[config.mk]
export PLATFORM = sky130hd
export DESIGN_NAME = handshake_fifo_if_flat
export DESIGN_NICKNAME = d
export VERILOG_FILES = /design/src/rtl/handshake_pkg.sv /design/src/rtl/handshake_if.sv /design/src/rtl/handshake_fifo_if.sv /design/src/rtl/handshake_fifo.sv /design/src/flat_wrapper.sv
export SDC_FILE = /design/constraint.sdc
export NUM_CORES = 1
export LEC_CHECK = 0
export ABC_AREA = 0
export ABC_CLOCK_PERIOD_IN_PS = 4000
export BUFFER_PORTS_ARGS = -buffer_cell sky130_fd_sc_hd__buf_2
export CAP_MARGIN = 20
export CORE_AREA = 2 2 112 92
export DETAILED_ROUTE_END_ITERATION = 6
export DIE_AREA = 0 0 114 94
export PLACE_DENSITY = 0.76
export SLEW_MARGIN = 5
export SYNTH_ARGS = -nofsm -noshare
export SYNTH_HDL_FRONTEND = slang
export SYNTH_SLANG_ARGS = --single-unit
[constraint.sdc]
create_clock -name clk -period 4 [get_ports clk]
set_input_delay 0.6 -clock clk [delete_from_list [all_inputs] [get_ports clk]]
set_output_delay 0.6 -clock clk [all_outputs]
set_load 0.01 [all_outputs]
[src/rtl/handshake_pkg.sv]
// Sizing helpers and pointer-wrap arithmetic shared by the handshake FIFO family.
package handshake_pkg;

    typedef int unsigned idx_t;

    function automatic int ptr_width(input int depth);
        return (depth > 1) ? $clog2(depth) : 1;
    endfunction

    function automatic int cnt_width(input int depth);
        return $clog2(depth + 1);
    endfunction

    // Explicit wrap so the entry count need not be a power of two.
    function automatic idx_t wrap_inc(input idx_t ptr, input idx_t depth);
        return (ptr == depth - 1) ? '0 : ptr + 1;
    endfunction

endpackage

[src/rtl/handshake_if.sv]
// Single valid/ready channel carrying a DATA_WIDTH payload.
// A beat transfers on a rising edge where valid & ready are both high; once valid
// is raised, the sender holds valid and data stable until that transfer happens.
interface handshake_if #(
    parameter int DATA_WIDTH = 32
);
    logic                  valid;
    logic                  ready;
    logic [DATA_WIDTH-1:0] data;

    modport consumer (input valid, input data, output ready);
    modport producer (output valid, output data, input ready);
endinterface

[src/rtl/handshake_fifo_if.sv]
// Binds the flat handshake_fifo ports onto consumer/producer handshake_if modports.
module handshake_fifo_if #(
    parameter int DATA_WIDTH = 32,
    parameter int DEPTH      = 4,
    parameter int AF_THRESH  = DEPTH - 1
) (
    input  logic                       clk,
    input  logic                       rst,
    input  logic                       flush,
    handshake_if.consumer              up,
    handshake_if.producer              dn,
    output logic [$clog2(DEPTH+1)-1:0] count,
    output logic                       almost_full
);

    handshake_fifo #(
        .DATA_WIDTH (DATA_WIDTH),
        .DEPTH      (DEPTH),
        .AF_THRESH  (AF_THRESH)
    ) u_fifo (
        .clk         (clk),
        .rst         (rst),
        .flush       (flush),
        .in_valid    (up.valid),
        .in_ready    (up.ready),
        .in_data     (up.data),
        .out_valid   (dn.valid),
        .out_ready   (dn.ready),
        .out_data    (dn.data),
        .count       (count),
        .almost_full (almost_full)
    );

endmodule

[src/rtl/handshake_fifo.sv]
// Elastic FIFO between two valid/ready ports; every output decodes from registered
// state so no combinational path runs from out_ready to in_ready.
module handshake_fifo
    import handshake_pkg::*;
#(
    parameter int DATA_WIDTH = 32,
    parameter int DEPTH      = 4,
    parameter int AF_THRESH  = DEPTH - 1
) (
    input  logic                         clk,
    input  logic                         rst,
    input  logic                         flush,
    input  logic                         in_valid,
    output logic                         in_ready,
    input  logic [DATA_WIDTH-1:0]        in_data,
    output logic                         out_valid,
    input  logic                         out_ready,
    output logic [DATA_WIDTH-1:0]        out_data,
    output logic [$clog2(DEPTH+1)-1:0]   count,
    output logic                         almost_full
);

    localparam int PW = ptr_width(DEPTH);
    localparam int CW = cnt_width(DEPTH);
    localparam logic [CW-1:0] FULL_C = CW'(DEPTH);
    localparam logic [CW-1:0] AF_C   = CW'(AF_THRESH);

    if (DEPTH < 2) begin : g_depth_chk
        $error("handshake_fifo: DEPTH must be >= 2 (got %0d)", DEPTH);
    end
    if ((AF_THRESH < 1) || (AF_THRESH > DEPTH)) begin : g_af_chk
        $error("handshake_fifo: AF_THRESH must be within 1..DEPTH (got %0d)", AF_THRESH);
    end

    logic [DATA_WIDTH-1:0] mem_q [DEPTH];
    logic [PW-1:0]         head_q, head_d;
    logic [PW-1:0]         tail_q, tail_d;
    logic [CW-1:0]         count_q, count_d;
    logic                  push;
    logic                  pop;

    assign in_ready    = (count_q != FULL_C);
    assign out_valid   = (count_q != '0);
    assign out_data    = mem_q[head_q];
    assign almost_full = (count_q >= AF_C);
    assign count       = count_q;

    assign push = in_valid & in_ready;
    assign pop  = out_valid & out_ready;

    // Flush wins over any transfer presented in the same cycle.
    always_comb begin
        head_d  = head_q;
        tail_d  = tail_q;
        count_d = count_q;
        if (flush) begin
            head_d  = '0;
            tail_d  = '0;
            count_d = '0;
        end else begin
            if (push) begin
                tail_d = PW'(wrap_inc(idx_t'(tail_q), idx_t'(DEPTH)));
            end
            if (pop) begin
                head_d = PW'(wrap_inc(idx_t'(head_q), idx_t'(DEPTH)));
            end
            case ({push, pop})
                2'b10:   count_d = count_q + CW'(1);
                2'b01:   count_d = count_q - CW'(1);
                default: count_d = count_q;
            endcase
        end
    end

    always_ff @(posedge clk or posedge rst) begin
        if (rst) begin
            head_q  <= '0;
            tail_q  <= '0;
            count_q <= '0;
        end else begin
            head_q  <= head_d;
            tail_q  <= tail_d;
            count_q <= count_d;
        end
    end

    // Storage is deliberately not reset; its contents only matter while out_valid is high.
    always_ff @(posedge clk) begin
        if (push && !flush) begin
            mem_q[tail_q] <= in_data;
        end
    end

    a_count_bound: assert property (@(posedge clk) disable iff (rst)
        count_q <= FULL_C);

    a_no_push_full: assert property (@(posedge clk) disable iff (rst)
        !(push && (count_q == FULL_C)));

    a_head_stable: assert property (@(posedge clk) disable iff (rst)
        (out_valid && !out_ready && !flush) |=> $stable(out_data));

endmodule

[src/flat_wrapper.sv]
// flat-port wrapper written by rule: the top's interface ports become plain ports
module handshake_fifo_if_flat 
#(
    parameter int DATA_WIDTH = 32,
    parameter int DEPTH      = 4,
    parameter int AF_THRESH  = DEPTH - 1
)
  (clk, rst, flush, count, almost_full, up_valid, up_data, up_ready, dn_valid, dn_data, dn_ready);
  handshake_if #(.DATA_WIDTH(DATA_WIDTH)) up_i ();
  handshake_if #(.DATA_WIDTH(DATA_WIDTH)) dn_i ();
  input  logic clk;
  input  logic rst;
  input  logic flush;
  output logic [$clog2(DEPTH+1)-1:0] count;
  output logic almost_full;
  input wire logic [$bits(up_i.valid)-1:0] up_valid;
  input wire logic [$bits(up_i.data)-1:0] up_data;
  output wire logic [$bits(up_i.ready)-1:0] up_ready;
  output wire logic [$bits(dn_i.valid)-1:0] dn_valid;
  output wire logic [$bits(dn_i.data)-1:0] dn_data;
  input wire logic [$bits(dn_i.ready)-1:0] dn_ready;
  assign up_i.valid = up_valid;
  assign up_i.data = up_data;
  assign up_ready = up_i.ready;
  assign dn_valid = dn_i.valid;
  assign dn_data = dn_i.data;
  assign dn_i.ready = dn_ready;
  handshake_fifo_if #(.DATA_WIDTH(DATA_WIDTH), .DEPTH(DEPTH), .AF_THRESH(AF_THRESH)) u_core (.clk(clk), .rst(rst), .flush(flush), .up(up_i), .dn(dn_i), .count(count), .almost_full(almost_full));
endmodule
Yosys cells after proc, flatten, opt, wreduce, memory -nomap -nowiden

Memory sizes are Yosys's and may differ from the RTL's.
Index checks and enable logic that the tools add are counted.

Bits in registers: 7
RAM bits: 128
Input port bits: 37
Logic and storage cells: 32
Memories kept: 1

Memories:

| name                | words | width | rd ports | clocked after Yosys merged registers in | write ports | RTL line             | text |
|---|---|---|---|---|---|---|---|
| u_core.u_fifo.mem_q | 4     | 32    | 1        | 0                                       | 1           | handshake_fifo.sv:35 | `logic [DATA_WIDTH-1:0] mem_q [DEPTH];` |

Bitwise logic cells: 2
Reduce and logical (&&, ||, !) cells: 6
Mux-type cells: 10
$lt $le $gt $ge: 1
$add $sub $neg: 4
Eq/ne operators: 5

Operator list:

| operator                                                              | count |
|---|---|
| 2-bit 2-to-1 mux                                                      | 6 |
| 2-bit == test, second input constant                                  | 3 |
| 3-bit one-hot mux with 2 select lines                                 | 1 |
| 3-bit nonzero test                                                    | 2 |
| 2-bit by 1-bit adder with 2-bit output, second input constant         | 2 |
| 2-bit nonzero test                                                    | 2 |
| 3-bit by 1-bit adder with 3-bit output, second input constant         | 1 |
| 3-bit by 2-bit >= comparator with 1-bit output, second input constant | 1 |
| 3-bit 2-to-1 mux                                                      | 1 |
| 3-bit != test, second input constant                                  | 1 |
| 3-bit by 1-bit subtractor with 3-bit output, second input constant    | 1 |
| 1-bit AND                                                             | 2 |
| 2-bit by 1-bit == test with 1-bit output, second input constant       | 1 |
| 1-bit 2-to-1 mux                                                      | 2 |
| 1-bit logical AND                                                     | 1 |
| 1-bit logical NOT                                                     | 1 |

Logic depth before layout (Yosys ltp)

Gate-level depths: netlist of run 1.

Word-level depth: 5
Mapped depth: 7
Depth with buffers taken out: 6

Worst setup path before layout of run 1

OpenSTA, ideal clock, no wires.

Kind: input to register
Start point: input up_valid
End point: memory u_core.u_fifo.mem_q[3][0] (enable)
Stages on the path: 4
Arrival time: 1.875 ns
Buffers on the path: 1
Library setup time: 0.392 ns
Setup slack: 1.732 ns
Cells stage by stage: buf_4 > inv_1 > nor3_1 > and2_1

Cells in the longest elaborated chain, start to end: 4

Ends and longest elaborated chain:

| element                                | RTL line             | text |
|---|---|---|
| start: declaration                     | flat_wrapper.sv:16   | `input wire logic [$bits(up_i.valid)-1:0] up_valid;` |
| 1-bit AND                              | handshake_fifo.sv:48 | `assign push = in_valid & in_ready;` |
| 1-bit logical AND                      | handshake_fifo.sv:89 | `if (push && !flush) begin` |
| 1-bit 2-to-1 mux                       | handshake_fifo.sv:89 |  |
| 1-bit 2-to-1 mux (implied by the code) | handshake_fifo.sv:90 | `mem_q[tail_q] <= in_data;` |
| end: declaration                       | handshake_fifo.sv:35 |  |

No other way between the ends.

Worst setup path in the final report of run 1

Start point: register u_core.u_fifo.head_q[0]
End point: output dn_data[24]

Cells in the longest elaborated chain, start to end: 1

Ends and longest elaborated chain:

| element                  | RTL line             | text |
|---|---|---|
| start: declaration       | handshake_fifo.sv:36 | `logic [PW-1:0] head_q, head_d;` |
| start signal: assignment | handshake_fifo.sv:77 | `head_q <= '0;` |
| start signal: assignment | handshake_fifo.sv:81 | `head_q <= head_d;` |
| memory 4 x 32 bit        | -                    |  |
| end: declaration         | flat_wrapper.sv:20   | `output wire logic [$bits(dn_i.data)-1:0] dn_data;` |

No other way between the ends.

==> results of run 1 <==
## power by group through the flow
stage | Clock (mW) | Combinational [mW] | Sequential, mW
after floorplan | 0 | 0.210 | 1.64
after global placement | 0 | 0.278 | 1.67
after detailed placement | 0 | 0.284 | 1.67
after CTS | 1.45 | 0.286 | 1.64
after global routing | 1.51 | 0.308 | 1.65
final | 1.43 | 0.281 | 1.64
## worst max-delay path by stage
stage | from | to | slack (ns) | depth (start not counted)
floorplan | up_valid | u_core.u_fifo.mem_q[3][0] | 1.73 | 4
global placement | u_core.u_fifo.head_q[0] | dn_data[15] | 1.43 | 3
detailed placement | u_core.u_fifo.head_q[0] | dn_data[24] | 1.40 | 3
CTS | u_core.u_fifo.head_q[0] | dn_data[24] | 0.96 | 3
global route | u_core.u_fifo.head_q[0] | dn_data[31] | 0.88 | 3
finish | u_core.u_fifo.head_q[0] | dn_data[24] | 1.06 | 3
## registers in the layout, indices dropped and copies added, names as in the netlist
register / cells
u_core.u_fifo.tail_q: 2
u_core.u_fifo.mem_q: 128
u_core.u_fifo.count: 3
u_core.u_fifo.head_q: 2
## cells in the mapped netlist, drive strengths merged, types with 2 or more instances
library cell,number,area [um2]
inv,7,26.28
edfxtp,128,3844
or4,2,15.01
ha,5,62.56
mux4,32,720.7
or3,2,12.51
nand3,3,15.01
clkbuf,2,7.510
buf,11,77.57
o21ai,2,10.01
a21oi,4,20.02
and2,4,25.02
nor2,5,18.77
nand2,3,11.26
o2111ai,2,17.52
dfrtp,7,175.2
## cells in the final DEF, fill, tap and decap left out, types with 2 or more instances in the layout
cell type / count
edfxtp_1: 128
nor2_1: 5
or4_1: 2
o21ai_0: 2
nand3_1: 3
bufinv_16: 2
inv_1: 7
clkbuf_16: 17
a21oi_1: 4
nand2_1: 3
ha_1: 5
buf_2: 74
and2_2: 4
clkinvlp_4: 2
o2111ai_1: 2
clkinv_2: 4
or3_1: 2
dfrtp_2: 2
clkinv_1: 4
mux4_2: 32
clkbuf_1: 3
dfrtp_1: 5
## per-layer routing
| layer | wire [um] | part of all wire (%) | GRT usage, % |
|---|---|---|---|
| met2 | 4286 | 50 | 27.98 |
| met4 | 34 | 0.39 | 5.488 |
| met5 | 0 | 0 | 0 |
| met1 | 3765 | 44 | 22.61 |
| met3 | 536 | 6.2 | 7.613 |
## layout make-up
cell class	count	area [um2]	share of cell area [%]
diodes	1	2.502	0.04040
clock buffers	20	436.7	7.049
clock inverters	12	110.1	1.777
inverters	7	26.28	0.4242
multi-input cells	79	1071	17.29
flip-flops and latches	135	4021	64.92
well taps	119	148.9	2.404
repair buffers	75	377.9	6.100
## cells by family (layout without fill, tap and decap cells)
kind of cell / after synthesis / in the layout
AOI/OAI and AO/OA: 15 / 15
and+or+nand+nor: 23 / 23
other: 0 / 1
DFF: 135 / 135
muxes: 34 / 34
buffers and inverters: 20 / 114
xor gates and xnor gates: 1 / 1
adders and majority gates: 6 / 6
## worst register-to-register path: cells and delay by family (launching register included)
| kind | cells | cell delay [ns] |
|---|---|---|
| flops | 1 | 0.52 |
| simple gates | 3 | 0.68 |
| fa+ha+maj | 1 | 0.40 |
| compound gates | 2 | 0.62 |
==> summary.md, run 1 <==
| Metric | Value |
|---|---|
| DP HPWL | 4.990 mm |
| CTS tree | built |
| Global route overflow | 0 |
| DP Area | ~5600 um2 |
| Adder-cell share of the synthesized area | under 10% |
| Hold Slack | 0.1232 ns |
| Netlist Area Pre-Place | 5196 um2 |
| Vias per cell | around 5.6 |
| Post-DR wirelength/cell | ~19 um |
| Crit path capture type | output pin |
| Area of the core | 9529 um2 |
| Fmax | 340.5 MHz |
| Die width | 114 um |
| Finished Layout Cells | 448 |
| FF+latch count, synth | roughly 140 |
| Root Buffer Master | clkbuf_16 |
| Xor and xnor area share after synthesis | 0.1686% |
| Final WL | 8.623 mm |
| Final setup vio count | 0 |
| Final Hold Fails | 0 |
| Pwr/cell area | 540.9 nW/um2 |
| Largest net degree at the start of global routing | 35 |
| P_sw | 707.9 uW |
| CP arrival | around 2.3 ns |
| Number of antenna violations at the first check in global routing | 1 |
| Post-synth EDFFs | between 100 and 150 |
| Clock Tree Buf Depth | 2 |
| Clk Latency, worst-skew pair | slightly above 0.4 ns |
| Port Buffers | 74 |
| Post-synthesis sequential area ratio | 77.34% |
| Row count | 32 |
| Top FF cell, synth | edfxtp_1 |
| Worst slew margin | 40.00% |
| Fillers | approximately 640 |
| Slowest stage delay, CP | 0.84 ns |
| Peak supply drop | 501.6 uV |
| R2R Path End | u_core.u_fifo.count[2] |
| Vias in the first global route | about 2600 |
| Area Growth Syn to Fin | 19.21% |
| CTS buffer count | 17 |
| Final setup margin | roughly 1.1 ns |
| Hold Buf Count CTS | 0 |
| Setup TNS | 0 ns |
| Postcts setup bufs | 0 |
| Synth Area in Simple Gates | 2.456% |
| Worst-path clk slew | 0.05 ns |
| Final Wtd Congestion | 0.7178 |
| CP bufs+invs | 2 |
| Crit start category | register |
| Initial Util | between 50% and 60% |
| Max-Cap Viols | 0 |
| First-pass GRT wire length | about 14 mm |
| Maximum fanout along the worst path | 23 |
| Multiplexer area fraction after synthesis | 14.28% |
| R2R cell count | 6 |
| Placed insts | about 420 |
| Sinks on Clock Net | 135 |
| Hold WC Path Type | primary input to async pin |
| P_int | 2.643 mW |
| Design area | between 6000 and 7000 um2 |
| Post-DRT Antenna Nets | 0 |
| Tot GR Track Use | 17.74% |
| Detailed router's first-iteration violation count | 178 |
| Worst path required time | 3.40 ns |
| Via count | 2521 |
| R2r setup slk | 1.69 ns |
| Tcrit/Tclk final | 73.42% |
| Main combinational cell family by area after synthesis | multiplexers |
| Mean Syn Cell Area | 22.21 um2 |
| CP top delay family | flip-flops |
| Worst Skew | slightly below 0.003 ns |
| Yosys cell types | 33 |
| RSZ-0062 raised after global routing | no |
| Clock power share | between 40% and 50% |
| Leak Pwr | 2.148 nW |
| I/O pin cnt | 75 |
| Flop pwr share | 48.9% |
| Outcome | finished, final reports clean |
| Layout cell share with drive strength beyond 1 | 43.29% |
| Residual DRC | 0 |
| Synth warn | 0 |
| CP Class | register to output pin |
| Worst slack, placed | 1.396 ns |
| Final core utilization | 65.01% |
| Power, Total | about 3.4 mW |
| Slew @ Worst Pin | approximately 0.90 ns |
| Synth Area in Compound Gates | 2.023% |
| Worst-path cell chain | buf_4 > mux4_2 > buf_2 |
| Async S/R FF share, synth | 5.185% |
| Synth Net Count | 277 |
| Final Max Tran Viols | 0 |
| Net Sw Frac | 21.13% |
| Slowest cell on the critical path | dfrtp_2 |
| Total die area | 10720 um2 |
| Post-layout min period | 2.937 ns |
| DRT Pass-1 Iters | 4 |
| Comb pwr share | 8.4% |
| Chip height | about 94 um |
| Cells after Synth | 234 |
| # nets final | 358 |
| H-tree depth | 4 |
| Post-CTS sizing | 0 |
| FF-to-FF Start | u_core.u_fifo.count[0] |
Power figures use the tool's default switching activity.
==> inputs of run 2 (changes only) <==
--- a/config.mk
+++ b/config.mk
@@ -6,7 +6,7 @@
 export NUM_CORES = 1
 export LEC_CHECK = 0
 export ABC_AREA = 0
-export ABC_CLOCK_PERIOD_IN_PS = 4000
+export ABC_CLOCK_PERIOD_IN_PS = 2980
 export BUFFER_PORTS_ARGS = -buffer_cell sky130_fd_sc_hd__buf_2
 export CAP_MARGIN = 20
 export CORE_AREA = 2 2 112 92
==> constraint.sdc (replaced) <==
create_clock -name clk -period 2.98 [get_ports clk]
set_input_delay 0.447 -clock clk [delete_from_list [all_inputs] [get_ports clk]]
set_output_delay 0.447 -clock clk [all_outputs]
set_load 0.01 [all_outputs]
==> run 2 against run 1 <==
  * Sequential power up 34%
  * Critical path depth stayed put
  * First-iteration DRC count down 21%
  * Final cell count grew 0.89%
  * Sequential share of layout area down 0.37 points
  * Critical endpoint is now dn_data[22]
  * Power is 31% higher
  * Global-route usage is 0.98 points higher
  * Die area stayed put
  * Clock power up 26%
  * Clock-buffer cell count grew 3
==> summary.md, run 2 (synthesis gave the netlist of run 1 again) <==
| Metric | Value |
|---|---|
| Outcome | finished, final reports clean |
| Commonest non-fill, non-tap cell in the layout | edfxtp_1 |
| CP Class | register to output pin |
| Number of antenna violations at the first check in global routing | 0 (-1) |
| Tcrit/Tclk final | 84.07% |
| Worst slew margin | 65.82% (+26 points) |
| Comb pwr share | 9.3% (+0.9 points) |
| Setup TNS | 0 ns (unchanged) |
| Total die area | 10720 um2 (unchanged) |
| Worst path required time | 2.53 ns (-0.87 ns) |
| Clock power share | 40.9% (-1.8 points) |
| Vias in the first global route | 2680 (+2.8%) |
| I/O pin cnt | 75 (unchanged) |
| Worst-path cell chain | buf_12 > mux4_2 > buf_2 |
| Slowest stage delay, CP | 0.66 ns (-0.18 ns) |
| DRT Pass-1 Iters | 4 (unchanged) |
| Via count | 2530 (+0.36%) |
| Power, Total | 4.397 mW (+31%) |
| DP HPWL | 5.345 mm (+7.1%) |
| CP arrival | 2.06 ns (-0.28 ns) |
| Final WL | 9.096 mm (+5.5%) |
| Final Hold Fails | 0 (unchanged) |
| CP bufs+invs | 2 (unchanged) |
| Final setup vio count | 0 (unchanged) |
| Area of the core | 9529 um2 (unchanged) |
| CTS buffer count | 17 (unchanged) |
| Storage element area | 4021 um2 (unchanged) |
| CTS tree | built |
| Worst slack, placed | 0.7135 ns (-0.6822 ns) |
| Initial Util | 54.53% (unchanged) |
| Net Sw Frac | 21.07% (-0.056 points) |
| Worst Skew | 0.007495 ns (+0.004557 ns) |
| First-pass GRT wire length | 14.13 mm (+4.6%) |
| Crit start category | register |
| Peak supply drop | 486.7 uV (-3.0%) |
| P_int | 3.471 mW (+31%) |
| Layout cell share with drive strength beyond 1 | 43.24% (-0.049 points) |
| Maximum fanout along the worst path | 22 (-4.3%) |
| Post-DR wirelength/cell | 20.12 um (+4.6%) |
| Sinks on Clock Net | 135 (unchanged) |
| # nets final | 365 (+2.0%) |
| Fillers | 644 (+1.4%) |
| CP top delay family | flip-flops |
| Reg with most FFs | u_core.u_fifo.mem_q |
| Final core utilization | 65.38% (+0.37 points) |
| Slowest cell on the critical path | dfrtp_2 |
| Post-DRT Antenna Nets | 0 (unchanged) |
| Port Buffers | 74 (unchanged) |
| Area Growth Syn to Fin | 19.89% |
| Crit path capture type | output pin |
| Row count | 32 (unchanged) |
| Root Buffer Master | clkbuf_16 |
| Max reg flops | 128 (unchanged) |
| Die width | 114 um (unchanged) |
| Detailed router's first-iteration violation count | 141 (-21%) |
| Multi-input logic area | 1071 um2 (unchanged) |
| Final Max Tran Viols | 0 (unchanged) |
| RSZ-0062 raised after global routing | no |
| H-tree depth | 4 (unchanged) |
| Leak Pwr | 2.174 nW (+1.2%) |
| Fmax | 399.1 MHz |
| Chip height | 94 um (unchanged) |
| Hold WC Path Type | primary input to register |
| P_sw | 926.6 uW (+31%) |
| Tot GR Track Use | 18.72% (+0.98 points) |
| N_diodes | 0 (-1) |
| Worst-path clk slew | 0.05 ns (about the same) |
| Clk Latency, worst-skew pair | 0.41 ns (about the same) |
| Slew @ Worst Pin | 0.5127 ns (-0.3873 ns) |
| Max-Cap Viols | 0 (unchanged) |
| Final Wtd Congestion | 0.7654 (+6.6%) |
| Commonest cells after routing, fill and taps aside | edfxtp_1 (128), buf_2 (74), mux4_2 (32) |
| Residual DRC | 0 (unchanged) |
| Pwr/cell area | 705.9 nW/um2 (+31%) |
| Flop pwr share | 49.8% (+0.9 points) |
| Final setup margin | 0.4746 ns (-0.5888 ns) |
| Vias per cell | 5.597 (-0.53%) |
| Largest net degree at the start of global routing | 33 (-5.7%) |
| Post-layout min period | 2.505 ns |
| Clock Tree Buf Depth | 2 (unchanged) |
| Global route overflow | 0 (unchanged) |
[run 2: path summary, 6_finish.rpt]
check	slack (ns)	startpoint	to	depth (start not counted)
worst max register to register	0.69	u_core.u_fifo.count[0]	u_core.u_fifo.count[2]	6
max in group asynchronous	2.21	rst	u_core.u_fifo.head_q[0]	3
worst max-delay path	0.47	u_core.u_fifo.head_q[0]	dn_data[22]	3
worst min-delay path	0.25	up_data[3]	u_core.u_fifo.mem_q[1][3]	1
worst min register to register	0.62	u_core.u_fifo.tail_q[1]	u_core.u_fifo.tail_q[1]	2
min in group asynchronous	0.52	rst	u_core.u_fifo.count[0]	3
[run 2: cell type report]
type,instances,area share (%)
Clock inverter,7,0.9038
Timing Repair Buffer,82,7.351
Inverter,7,0.4218
Tap cell,119,2.390
Sequential cell,135,64.55
Multi-Input combinational cell,79,17.19
Clock buffer,23,7.190
[run 2: through the flow]
step | hold WS (ns) | instance area [um2] | instances
CTS | 0.2391 | 6230 | 452
global placement | 0.3938 | 5715 | 421
detailed placement | 0.4033 | 5715 | 421
finish | 0.2531 | 6230 | 452
global route | 0.2413 | 6230 | 452
floorplan | 0.2504 | 5196 | 234
[run 2: layer usage]
metal  track usage [%]  routed length (um)  up-vias
met1             24.08                3956     1306
met4             7.622                 108        0
met5                 0                   0        -
met2             29.76                4628       75
met3             6.258                 401        8
li1                  -                   -     1141
[run 2: power by group through the flow]
stage	sequential, mW	clock, mW	combinational, mW
final	2.19	1.80	0.408
after global routing	2.20	1.93	0.448
after detailed placement	2.23	0	0.412
after floorplan	2.20	0	0.282
after global placement	2.22	0	0.406
after CTS	2.19	1.84	0.417
[run 2: repair_timing]
action / CTS / global route
endpoints found under the hold margin: 7 / 0
setup buffers: 0 / 0
hold buffers: 1 / 0
resized for setup: 0 / 0
